$ cat config.mk
export PLATFORM = sky130hd
export DESIGN_NAME = mfe_led7seg_74hc595_scan_flat
export DESIGN_NICKNAME = d
export VERILOG_FILES = /design/src/rtl/mfe_led7seg_74hc595_scan_pkg.sv /design/src/rtl/mfe_led7seg_74hc595_scan_if.sv /design/src/rtl/mfe_led7seg_74hc595_shifter.sv /design/src/rtl/mfe_led7seg_74hc595_scan.sv /design/src/flat_wrapper.sv
export SDC_FILE = /design/constraint.sdc
export NUM_CORES = 1
export LEC_CHECK = 0
export CAP_MARGIN = 15
export CELL_PAD_IN_SITES_DETAIL_PLACEMENT = 1
export CELL_PAD_IN_SITES_GLOBAL_PLACEMENT = 2
export CORE_MARGIN = 2
export CORE_UTILIZATION = 33
export DETAILED_ROUTE_END_ITERATION = 6
export GPL_TIMING_DRIVEN = 0
export PLACE_DENSITY_LB_ADDON = 0.25
export SLEW_MARGIN = 30
export SYNTH_ARGS = -nofsm -noshare
export SYNTH_HDL_FRONTEND = slang
export SYNTH_SLANG_ARGS = --single-unit
export TNS_END_PERCENT = 1
$ cat constraint.sdc
create_clock -name i_clk -period 3.65 [get_ports i_clk]
set_input_delay 0.73 -clock i_clk [delete_from_list [all_inputs] [get_ports i_clk]]
set_output_delay 0.73 -clock i_clk [all_outputs]
set_load 0.05 [all_outputs]
$ cat src/rtl/mfe_led7seg_74hc595_scan_pkg.sv
// Shared types and constants for the 74HC595 seven-segment scanner.
// Segment bytes are active low: bit7 = dp, bits 6..0 = g..a.
package mfe_led7seg_pkg;

    localparam int WORD_W = 16;

    localparam logic [7:0] SEG_0     = 8'hC0;
    localparam logic [7:0] SEG_1     = 8'hF9;
    localparam logic [7:0] SEG_2     = 8'hA4;
    localparam logic [7:0] SEG_3     = 8'hB0;
    localparam logic [7:0] SEG_4     = 8'h99;
    localparam logic [7:0] SEG_5     = 8'h92;
    localparam logic [7:0] SEG_6     = 8'h82;
    localparam logic [7:0] SEG_7     = 8'hF8;
    localparam logic [7:0] SEG_8     = 8'h80;
    localparam logic [7:0] SEG_9     = 8'h90;
    localparam logic [7:0] SEG_A     = 8'h88;
    localparam logic [7:0] SEG_B     = 8'h83;
    localparam logic [7:0] SEG_C     = 8'hC6;
    localparam logic [7:0] SEG_D     = 8'hA1;
    localparam logic [7:0] SEG_E     = 8'h86;
    localparam logic [7:0] SEG_F     = 8'h8E;
    localparam logic [7:0] SEG_BLANK = 8'hFF;

    typedef enum logic [2:0] {
        SH_IDLE,
        SH_LOAD,
        SH_SHIFT_LO,
        SH_SHIFT_HI,
        SH_LATCH
    } sh_state_t;

    typedef enum logic [1:0] {
        ST_IDLE,
        ST_RUN,
        ST_HOLD
    } scan_state_t;

    function automatic logic [7:0] hex_to_seg(input logic [3:0] nib);
        case (nib)
            4'h0: return SEG_0;
            4'h1: return SEG_1;
            4'h2: return SEG_2;
            4'h3: return SEG_3;
            4'h4: return SEG_4;
            4'h5: return SEG_5;
            4'h6: return SEG_6;
            4'h7: return SEG_7;
            4'h8: return SEG_8;
            4'h9: return SEG_9;
            4'hA: return SEG_A;
            4'hB: return SEG_B;
            4'hC: return SEG_C;
            4'hD: return SEG_D;
            4'hE: return SEG_E;
            default: return SEG_F;
        endcase
    endfunction

endpackage

$ cat src/rtl/mfe_led7seg_74hc595_scan_if.sv
// Display update port: packed hex nibbles plus per-digit dp/blank masks, valid/ready.
interface mfe_led7seg_74hc595_scan_if #(
    parameter int NUM_DIGITS = 8
);
    logic [4*NUM_DIGITS-1:0] upd_val;
    logic [NUM_DIGITS-1:0]   upd_dp;
    logic [NUM_DIGITS-1:0]   upd_blank;
    logic                    upd_vld;
    logic                    upd_rdy;

    modport master (output upd_val, upd_dp, upd_blank, upd_vld, input upd_rdy);
    modport slave  (input upd_val, upd_dp, upd_blank, upd_vld, output upd_rdy);
endinterface

$ cat src/rtl/mfe_led7seg_74hc595_shifter.sv
// 16-bit MSB-first serializer for a 74HC595 chain, followed by a storage-clock pulse.
//   state       | meaning
//   SH_IDLE     | waiting for start, all outputs low
//   SH_LOAD     | one cycle: capture word, present bit 15 on dio
//   SH_SHIFT_LO | sclk low for CLK_DIV cycles, dio stable
//   SH_SHIFT_HI | sclk high for CLK_DIV cycles, next bit on exit
//   SH_LATCH    | rclk high for CLK_DIV cycles; done on the last one
module mfe_led7seg_74hc595_shifter
    import mfe_led7seg_pkg::*;
#(
    parameter int CLK_DIV = 4
) (
    input  logic              i_clk,
    input  logic              i_rst,
    input  logic              i_start,
    input  logic [WORD_W-1:0] i_word,
    output logic              o_busy,
    output logic              o_done,
    output logic              o_sclk,
    output logic              o_rclk,
    output logic              o_dio
);
    localparam int             DIV_W    = (CLK_DIV > 1) ? $clog2(CLK_DIV) : 1;
    localparam logic [DIV_W-1:0] DIV_LOAD = DIV_W'(CLK_DIV - 1);

    sh_state_t         r_state, w_state_nxt;
    logic [DIV_W-1:0]  r_div;
    logic [3:0]        r_bit;
    logic [WORD_W-1:0] r_shift;
    logic              r_sclk, r_rclk, r_dio;
    logic              w_div_tc, w_bit_tc, w_done;

    assign w_div_tc = (r_div == '0);
    assign w_bit_tc = (r_bit == '0);

    always_comb begin
        w_state_nxt = r_state;
        w_done      = 1'b0;
        case (r_state)
            SH_IDLE:     if (i_start) w_state_nxt = SH_LOAD;
            SH_LOAD:     w_state_nxt = SH_SHIFT_LO;
            SH_SHIFT_LO: if (w_div_tc) w_state_nxt = SH_SHIFT_HI;
            SH_SHIFT_HI: if (w_div_tc) w_state_nxt = w_bit_tc ? SH_LATCH : SH_SHIFT_LO;
            SH_LATCH: begin
                if (w_div_tc) begin
                    w_done      = 1'b1;
                    // back-to-back words chain straight into LOAD with no idle gap
                    w_state_nxt = i_start ? SH_LOAD : SH_IDLE;
                end
            end
            default:     w_state_nxt = SH_IDLE;
        endcase
    end

    always_ff @(posedge i_clk) begin
        if (i_rst) begin
            r_state <= SH_IDLE;
            r_div   <= '0;
            r_bit   <= '0;
            r_shift <= '0;
            r_sclk  <= 1'b0;
            r_rclk  <= 1'b0;
            r_dio   <= 1'b0;
        end else begin
            r_state <= w_state_nxt;
            r_sclk  <= (w_state_nxt == SH_SHIFT_HI);
            r_rclk  <= (w_state_nxt == SH_LATCH);
            if (w_state_nxt != r_state) r_div <= DIV_LOAD;
            else if (!w_div_tc)         r_div <= r_div - 1'b1;
            case (r_state)
                SH_LOAD: begin
                    r_shift <= i_word;
                    r_dio   <= i_word[WORD_W-1];
                    r_bit   <= 4'(WORD_W - 1);
                end
                SH_SHIFT_HI: begin
                    if (w_div_tc && !w_bit_tc) begin
                        r_shift <= {r_shift[WORD_W-2:0], 1'b0};
                        r_dio   <= r_shift[WORD_W-2];
                        r_bit   <= r_bit - 1'b1;
                    end
                end
                SH_LATCH: if (w_state_nxt == SH_IDLE) r_dio <= 1'b0;
                default: ;
            endcase
        end
    end

    assign o_busy = (r_state != SH_IDLE);
    assign o_done = w_done;
    assign o_sclk = r_sclk;
    assign o_rclk = r_rclk;
    assign o_dio  = r_dio;
endmodule

$ cat src/rtl/mfe_led7seg_74hc595_scan.sv
// Multiplexed 1..8 digit scanner: update handshake, frame-aligned shadow regs, decode, digit/hold timing.
//   state   | meaning
//   ST_IDLE | scan stopped, pending update applied immediately
//   ST_RUN  | shifter is serializing/latching the current digit
//   ST_HOLD | DIGIT_HOLD idle cycles after the latch
module mfe_led7seg_74hc595_scan
    import mfe_led7seg_pkg::*;
#(
    parameter int NUM_DIGITS = 8,
    parameter int CLK_DIV    = 4,
    parameter int DIGIT_HOLD = 0
) (
    input  logic                           i_clk,
    input  logic                           i_rst,
    mfe_led7seg_74hc595_scan_if.slave      upd,
    input  logic                           i_en,
    output logic                           o_frame_done,
    output logic                           o_sclk,
    output logic                           o_rclk,
    output logic                           o_dio
);
    localparam int         HOLD_W   = (DIGIT_HOLD > 1) ? $clog2(DIGIT_HOLD) : 1;
    localparam logic [2:0] LAST_DIG = 3'(NUM_DIGITS - 1);

    scan_state_t             r_state, w_state_nxt;
    logic [2:0]              r_digit, w_digit_nxt;
    logic [HOLD_W-1:0]       r_hold;
    logic [4*NUM_DIGITS-1:0] r_pend_val, r_shad_val;
    logic [NUM_DIGITS-1:0]   r_pend_dp, r_pend_blank, r_shad_dp, r_shad_blank;
    logic                    r_rdy, r_frame_done;
    logic                    w_start, w_word_end, w_wrap, w_boundary, w_accept;
    logic                    w_sh_busy, w_sh_done;
    logic [3:0]              w_nib;
    logic                    w_dp, w_blank;
    logic [7:0]              w_seg, w_sel;
    logic [WORD_W-1:0]       w_word;

    always_comb begin
        w_nib   = '0;
        w_dp    = 1'b0;
        w_blank = 1'b0;
        for (int i = 0; i < NUM_DIGITS; i++) begin
            if (r_digit == 3'(i)) begin
                w_nib   = r_shad_val[4*i +: 4];
                w_dp    = r_shad_dp[i];
                w_blank = r_shad_blank[i];
            end
        end
        w_seg = hex_to_seg(w_nib);
        if (w_dp)    w_seg[7] = 1'b0;
        if (w_blank) w_seg    = SEG_BLANK;
        w_sel = 8'b1 << r_digit;
    end

    assign w_word      = {w_seg, w_sel};
    assign w_wrap      = (r_digit == LAST_DIG);
    assign w_digit_nxt = w_wrap ? 3'd0 : r_digit + 3'd1;

    always_comb begin
        w_state_nxt = r_state;
        w_start     = 1'b0;
        w_word_end  = 1'b0;
        case (r_state)
            ST_IDLE: begin
                if (i_en && !w_sh_busy) begin
                    w_start     = 1'b1;
                    w_state_nxt = ST_RUN;
                end
            end
            ST_RUN: begin
                if (w_sh_done) begin
                    if (DIGIT_HOLD == 0) w_word_end  = 1'b1;
                    else                 w_state_nxt = ST_HOLD;
                end
            end
            ST_HOLD: if (r_hold == '0) w_word_end = 1'b1;
            default: w_state_nxt = ST_IDLE;
        endcase
        if (w_word_end) begin
            if (i_en) begin
                w_start     = 1'b1;
                w_state_nxt = ST_RUN;
            end else begin
                w_state_nxt = ST_IDLE;
            end
        end
    end

    // frame boundary: digit 0 about to load, or scanning stopped
    assign w_boundary = (r_state == ST_IDLE) || (w_word_end && w_wrap);
    assign w_accept   = upd.upd_vld && r_rdy;

    always_ff @(posedge i_clk) begin
        if (i_rst) begin
            r_state      <= ST_IDLE;
            r_digit      <= '0;
            r_hold       <= '0;
            r_pend_val   <= '0;
            r_pend_dp    <= '0;
            r_pend_blank <= '0;
            r_shad_val   <= '0;
            r_shad_dp    <= '0;
            r_shad_blank <= '1;
            r_rdy        <= 1'b1;
            r_frame_done <= 1'b0;
        end else begin
            r_state      <= w_state_nxt;
            r_frame_done <= w_word_end && w_wrap;
            if (w_word_end) r_digit <= w_digit_nxt;
            if (r_state == ST_RUN && w_sh_done) r_hold <= HOLD_W'(DIGIT_HOLD - 1);
            else if (r_hold != '0)              r_hold <= r_hold - 1'b1;
            if (w_accept) begin
                r_pend_val   <= upd.upd_val;
                r_pend_dp    <= upd.upd_dp;
                r_pend_blank <= upd.upd_blank;
                r_rdy        <= 1'b0;
            end else if (!r_rdy && w_boundary) begin
                r_shad_val   <= r_pend_val;
                r_shad_dp    <= r_pend_dp;
                r_shad_blank <= r_pend_blank;
                r_rdy        <= 1'b1;
            end
        end
    end

    mfe_led7seg_74hc595_shifter #(
        .CLK_DIV (CLK_DIV)
    ) u_shifter (
        .i_clk   (i_clk),
        .i_rst   (i_rst),
        .i_start (w_start),
        .i_word  (w_word),
        .o_busy  (w_sh_busy),
        .o_done  (w_sh_done),
        .o_sclk  (o_sclk),
        .o_rclk  (o_rclk),
        .o_dio   (o_dio)
    );

    assign upd.upd_rdy  = r_rdy;
    assign o_frame_done = r_frame_done;
endmodule

$ cat src/flat_wrapper.sv
// flat-port wrapper written by rule: the top's interface ports become plain ports
module mfe_led7seg_74hc595_scan_flat import mfe_led7seg_pkg::*;
#(
    parameter int NUM_DIGITS = 8,
    parameter int CLK_DIV    = 4,
    parameter int DIGIT_HOLD = 0
)
  (i_clk, i_rst, i_en, o_frame_done, o_sclk, o_rclk, o_dio, upd_upd_val, upd_upd_dp, upd_upd_blank, upd_upd_vld, upd_upd_rdy);
  mfe_led7seg_74hc595_scan_if #(.NUM_DIGITS(NUM_DIGITS)) upd_i ();
  input  logic i_clk;
  input  logic i_rst;
  input  logic i_en;
  output logic o_frame_done;
  output logic o_sclk;
  output logic o_rclk;
  output logic o_dio;
  input wire logic [$bits(upd_i.upd_val)-1:0] upd_upd_val;
  input wire logic [$bits(upd_i.upd_dp)-1:0] upd_upd_dp;
  input wire logic [$bits(upd_i.upd_blank)-1:0] upd_upd_blank;
  input wire logic [$bits(upd_i.upd_vld)-1:0] upd_upd_vld;
  output wire logic [$bits(upd_i.upd_rdy)-1:0] upd_upd_rdy;
  assign upd_i.upd_val = upd_upd_val;
  assign upd_i.upd_dp = upd_upd_dp;
  assign upd_i.upd_blank = upd_upd_blank;
  assign upd_i.upd_vld = upd_upd_vld;
  assign upd_upd_rdy = upd_i.upd_rdy;
  mfe_led7seg_74hc595_scan #(.NUM_DIGITS(NUM_DIGITS), .CLK_DIV(CLK_DIV), .DIGIT_HOLD(DIGIT_HOLD)) u_core (.i_clk(i_clk), .i_rst(i_rst), .upd(upd_i), .i_en(i_en), .o_frame_done(o_frame_done), .o_sclk(o_sclk), .o_rclk(o_rclk), .o_dio(o_dio));
endmodule
---- Yosys cells after proc, flatten, opt, wreduce, memory -nomap -nowiden ----
Memory sizes are Yosys's and may differ from the RTL's.
Cells that the tools add are included.
storage, ports and cells
  register bits after elaboration ......... 131
  ROM bits ................................ 112
  input bits .............................. 52
  word-level logic and storage cells ...... 131
  memories kept ........................... 1
operators by class
  add/subtract/negate cells ............... 4
  equality and inequality tests ........... 21
  shifts and indexed selects .............. 1
  muxes and demuxes ....................... 60
  bitwise logic cells ..................... 1
  reductions and logical operators ........ 25
memories
  memory           depth  width  rd ports  clocked after memory_dff  wr ports  RTL line                            text
  (no name shown)  16     7      1         0                         0         mfe_led7seg_74hc595_scan_pkg.sv:40  case (nib)
operators by type and width
  cell                 number
  $mux 4               9
  $mux 1               33
  $pmux 15 s2          1
  $eq 3x3->1 const B   6
  $mux 3               6
  $eq 3x2->1 const B   5
  $mux 15              1
  $pmux 3 s5           1
  $logic_not 3->1      3
  $mux 2               4
  $mux 8               1
  $pmux 4 s2           1
  $shl 1x3->8 const A  1
  $eq 3x1->1 const B   2
  $logic_and 1x1->1    6
  $reduce_and 2->1     3
  $reduce_bool 3->1    2
  $logic_not 2->1      2
  $logic_not 4->1      1
  $ne 2x1->1 const B   2
  $ne 2x2->1 const B   2
  $pmux 2 s2           1
  $reduce_bool 2->1    2
  $sub 4x1->4 const B  1
  14 further kinds     16

---- Longest topological paths before layout ----
Gate-level depths: netlist (run 1).
  depth in word-level cells ............... 13
  gate-level depth with buffers ........... 16
  mapped depth without buffers ............ 13

---- Modules after synthesis ----
Synthesis (run 1) repeated with hierarchy kept, for this count alone.
unflattened totals
  cells, all modules ...................... 743
  area, all modules ....................... 5750.5 µm²
by module, submodules not included
  module                       times used  cells an instance  area each (µm²)  seq. area each (µm²)
  mfe_led7seg_74hc595_scan     1           581                4428.0           2042.0
  mfe_led7seg_74hc595_shifter  1           162                1322.5           540.5

---- Worst setup path after synthesis (run 1) ----
OpenSTA, ideal clock, no wires.
  path kind ............................... register to register
  start ................................... register u_core.r_digit[2]
  end ..................................... register u_core.u_shifter.r_shift[12]
  data arrival time ....................... 2826 ps
  slack ................................... 702 ps
  cell stages (with the launch flop) ...... 14
  path buffers ............................ 3
  cell sequence ........................... dfxtp_1 buf_2 buf_2 clkinv_1 ha_1 clkbuf_1 o21ai_0 a32o_1 a21oi_1 o21ai_0 inv_1 ha_1 a21o_1 a221o_1
between the ends
  word-level cells in the longest chain between the ends .. 12
  elaborated cells between the ends (all ways) .. 27
ends and longest elaborated chain
  element                 RTL line                           text
  from (decl)             mfe_led7seg_74hc595_scan.sv:26     logic [2:0] r_digit, w_digit_nxt;
  from (signal assigned)  mfe_led7seg_74hc595_scan.sv:109    if (w_word_end) r_digit <= w_digit_nxt;
  $logic_not 3->1         mfe_led7seg_74hc595_scan.sv:43     if (r_digit == 3'(i)) begin
  $mux 4 (8 in series)    mfe_led7seg_74hc595_scan.sv:43
  $mem_v2 16x7            --
  $mux 8 (*)              mfe_led7seg_74hc595_scan.sv:51     if (w_blank) w_seg = SEG_BLANK;
  $pmux 15 s2 (*)         mfe_led7seg_74hc595_shifter.sv:70  case (r_state)
  to (signal assigned)    mfe_led7seg_74hc595_shifter.sv:72  r_shift <= i_word;
  to (signal assigned)    mfe_led7seg_74hc595_shifter.sv:78  r_shift <= {r_shift[WORD_W-2:0], 1'b0};
  to (decl)               mfe_led7seg_74hc595_shifter.sv:29  logic [WORD_W-1:0] r_shift;
Mark *: on every way between the ends. The rest lies on a longest branch, timed or not.
A chain may end at the register's enable or synchronous reset.

---- Worst setup path in the final report (run 1) ----
  start ................................... register u_core.r_digit[2]
  end ..................................... register u_core.u_shifter.r_shift[8]
The elaborated chain is that of the path after synthesis.

==> out/qor.yml, run 1 <==
outcome: "complete, no violations"
synth.distinct_cells: 59
final_nets: 884
ys_seq_elements: 129
die_height_um: 135
finish.utilization_pct: 42.9
antenna_found_initial: 0
clk_latency_ns: 0.42
whs_ns: 0.454
met1_usage_pct: 23.8
syn_area_um2: 5690
die-area_um2: 18300
diodes: 0
syn_inst: 746
skew_ns: 0.00802
startpoint_type: "flop"
cp_max_fo: 10
rsz0062_at_grt: "no"
avgSynthCellArea_um2: 7.62
synthToLayoutAreaGrowth_pct: 26.0
numCtsBuffers: 17
slew_headroom_pct: 51.0
period_share_pct: 93.3
reg2reg_depth: 15
totalWireLength_um: 17200
worstSetupEndpointType: "flop"
synth_common_cells: "222 x nand2_1, 129 x dfxtp_1, 123 x a21oi_1"
finalHoldViolations: 0
via_per_inst: 5.10
root_buffer: "clkbuf_16"
drv_cap: 0
cts_hold_buffers: 0
min_to: "u_core.r_shad_val[18]"
cts_max_level: 4
critPathKind: "flop to flop"
yosysTopAreaCell: "dfxtp_1"
clock_sinks: 129
worstReg2RegStart: "u_core.r_digit[2]"
drt_iter0_drc: 220
use_met3_pct: 3.48
cp.arrival_ns: 3.76
synth_area_leaders: "dfxtp_1 45%, nand2_1 15%, a21oi_1 11%"
initial_utilization_pct: 34.0
hp-class: "flop to flop"
drive_gt1_share_pct: 7.08
hold_depth: 2
powerDensity_nw_per_um2: 555
yosysMostFrequentCell: "nand2_1"
grtUsageTotal_pct: 19.8
cts_tree: "done"
clk_pin_slew_ns: 0.06
tightestPinTransition_ns: 0.728
drt_first_pass_iters: 4
grt_pass1_wl_um: 28200
grt_max_degree: 17
seq_area_frac_synth_pct: 45.4
peakVddDrop_mv: 0.336
synth_warnings: 0
synth_top_flop_cell: "dfxtp_1"
syn-num-nets: 810
fillerInstances: 2052
grt_use_met2_pct: 35.2
drc: 0
cp.required_ns: 4.00
gr-total-overflow: 0
grt_pass1_vias: 5654
synth-edff-count: 0
yosysTopAreaCellShare_pct: 45.4
postRouteAntennaNets: 0
grt-busiest-layer: "met2"
row_count: 47
routedWlPerCell_um: 16.4
min_period_ns: 3.40
clock_path_buffers: 2
vias: 5373
core_area_um2: 16700
reg2reg_to: "u_core.u_shifter.r_shift[8]"
die_width_um: 135
hold_start: "u_core.r_pend_val[18]"
gp_congestion: 0.794
maxSlewViolCount: 0
max_freq_mhz: 294
hpwl_um: 13000
io_buffers: 55
leakage_nw: 2.57
synthArstFlopShare_pct: 0
regToRegSetupSlack_ns: 0.25
setup_viol: 0
io_pins: 57
==> worst max-delay path by stage <==
stage                            from                           end  cells after the start
finish              u_core.r_digit[2]   u_core.u_shifter.r_shift[8]                     15
CTS                 u_core.r_digit[2]  u_core.u_shifter.r_shift[13]                     14
global route        u_core.r_digit[2]  u_core.u_shifter.r_shift[11]                     16
global placement    u_core.r_digit[2]  u_core.u_shifter.r_shift[12]                     13
floorplan           u_core.r_digit[2]  u_core.u_shifter.r_shift[12]                     13
detailed placement  u_core.r_digit[2]  u_core.u_shifter.r_shift[12]                     13
==> critical path: stages (launching register included) <==
cell      delay [ns]
dfxtp_1         0.33
buf_2           0.19
clkbuf_4        0.24
clkinv_2        0.17
ha_1            0.31
clkbuf_2        0.25
nand2_1         0.11
o21ai_0         0.09
a32o_1          0.22
a21oi_1         0.27
o21ai_2         0.15
inv_1           0.12
ha_1            0.27
inv_1           0.06
or3_1           0.37
a31oi_1         0.15
==> metrics by stage <==
| stage | power (mW) | cells | area (um^2) | TNS (ns) | setup slack [ns] |
|---|---|---|---|---|---|
| final | 3.98 | 1053 | 7160 | 0 | 0.246 |
| after global routing | 4.16 | 1053 | 7160 | 0 | 0.0474 |
| after CTS | 4.02 | 1053 | 7150 | 0 | 0.0675 |
| after detailed placement | 2.16 | 1021 | 6510 | -1.29 | -0.229 |
| after global placement | 2.13 | 1021 | 6510 | -0.133 | -0.0620 |
| after floorplan | 1.95 | 746 | 5690 | 0 | 0.702 |
==> state kept, by name (all words and copies together) (netlist names) <==
| register | cells |
|---|---|
| u_core.r_pend_val | 32 |
| u_core.r_shad_val | 32 |
| u_core.u_shifter.r_shift | 15 |
| u_core.r_pend_blank | 8 |
| u_core.r_pend_dp | 8 |
| u_core.r_shad_blank | 8 |
| u_core.r_shad_dp | 8 |
| u_core.u_shifter.r_bit | 4 |
| u_core.r_digit | 3 |
| u_core.u_shifter.r_state | 3 |
| u_core.u_shifter.r_div | 2 |
| u_core.o_frame_done | 1 |
| u_core.r_state | 1 |
| u_core.u_shifter.o_dio | 1 |
| u_core.u_shifter.o_rclk | 1 |
| u_core.u_shifter.o_sclk | 1 |
| u_core.upd.upd_rdy | 1 |
==> placed cells by master, fill, tap and decap left out, types with 2 or more instances in the layout <==
| cell | instances |
|---|---|
| dfxtp_1 | 129 |
| nand2_1 | 222 |
| or3_1 | 4 |
| buf_6 | 2 |
| clkinv_4 | 2 |
| nor3_1 | 9 |
| ha_1 | 12 |
| nor2_1 | 43 |
| nand3_1 | 7 |
| a211o_1 | 2 |
| clkbuf_8 | 4 |
| mux2i_1 | 3 |
| buf_2 | 14 |
| a311oi_1 | 6 |
| a221o_1 | 2 |
| a22oi_1 | 2 |
| buf_1 | 7 |
| nand3b_1 | 14 |
| nor2b_1 | 4 |
| bufinv_16 | 4 |
| a31oi_1 | 3 |
| clkinv_2 | 2 |
| a221oi_1 | 5 |
| o21ba_2 | 2 |
| o21ai_0 | 14 |
| o31ai_1 | 4 |
| nor4_1 | 2 |
| nor3b_1 | 6 |
| xnor2_1 | 2 |
| clkbuf_1 | 35 |
| a21o_1 | 2 |
| a211oi_1 | 7 |
| o21ai_1 | 3 |
| nand4_1 | 3 |
| o221ai_1 | 3 |
| inv_1 | 24 |
| clkdlybuf4s50_1 | 55 |
| clkbuf_16 | 17 |
| a21oi_1 | 123 |
==> layout make-up <==
class / instances / area (um^2) / area share (%)
Multi-Input combinational cell: 535 / 2770 / 38.6
Sequential cell: 129 / 2580 / 36.1
Timing Repair Buffer: 55 / 551 / 7.69
Clock buffer: 24 / 492 / 6.87
Tap cell: 220 / 275 / 3.84
Buffer: 57 / 251 / 3.51
Clock inverter: 8 / 150 / 2.10
Inverter: 25 / 95.1 / 1.33
==> per-layer routing <==
metal / share of wire [%] / up-vias
met5: 0 / -
met4: 1.6 / 0
met3: 3.5 / 15
met2: 51 / 77
met1: 44 / 2599
li1: - / 2682
==> power by group <==
group          internal (mW)  switching, mW
clock                   1.22          0.634
sequential              1.52         0.0572
combinational          0.218          0.334
total                   2.95           1.02
==> logic make-up (layout without fill, tap and decap cells) <==
kind of cell             count (synthesis)  in the layout  synth area share [%]
AO/OA/AOI/OAI                          194            194                  20.7
XOR/XNOR                                 2              2                 0.308
buffers and inverters                   82            169                  6.01
multiplexers                             3              3                 0.528
adder cells (fa/ha/maj)                 12             12                  2.64
AND/OR/NAND/NOR                        324            324                  24.4
flip-flops                             129            129                  45.4
==> what timing repair did <==
item                       4_1_cts  5_1_grt
setup endpoints to repair        7        7
setup buffers                    0        0
gates resized for setup          2        5
(Power assumes the default switching activity.)
==> inputs of run 2 (changes only) <==
--- a/config.mk
+++ b/config.mk
@@ -13,6 +13,7 @@
 export DETAILED_ROUTE_END_ITERATION = 6
 export GPL_TIMING_DRIVEN = 0
 export PLACE_DENSITY_LB_ADDON = 0.25
+export SKIP_LAST_GASP = 1
 export SLEW_MARGIN = 30
 export SYNTH_ARGS = -nofsm -noshare
 export SYNTH_HDL_FRONTEND = slang
==> results of run 2 <==
No change in the layout: final DEF, timing and power equal those of run 1.
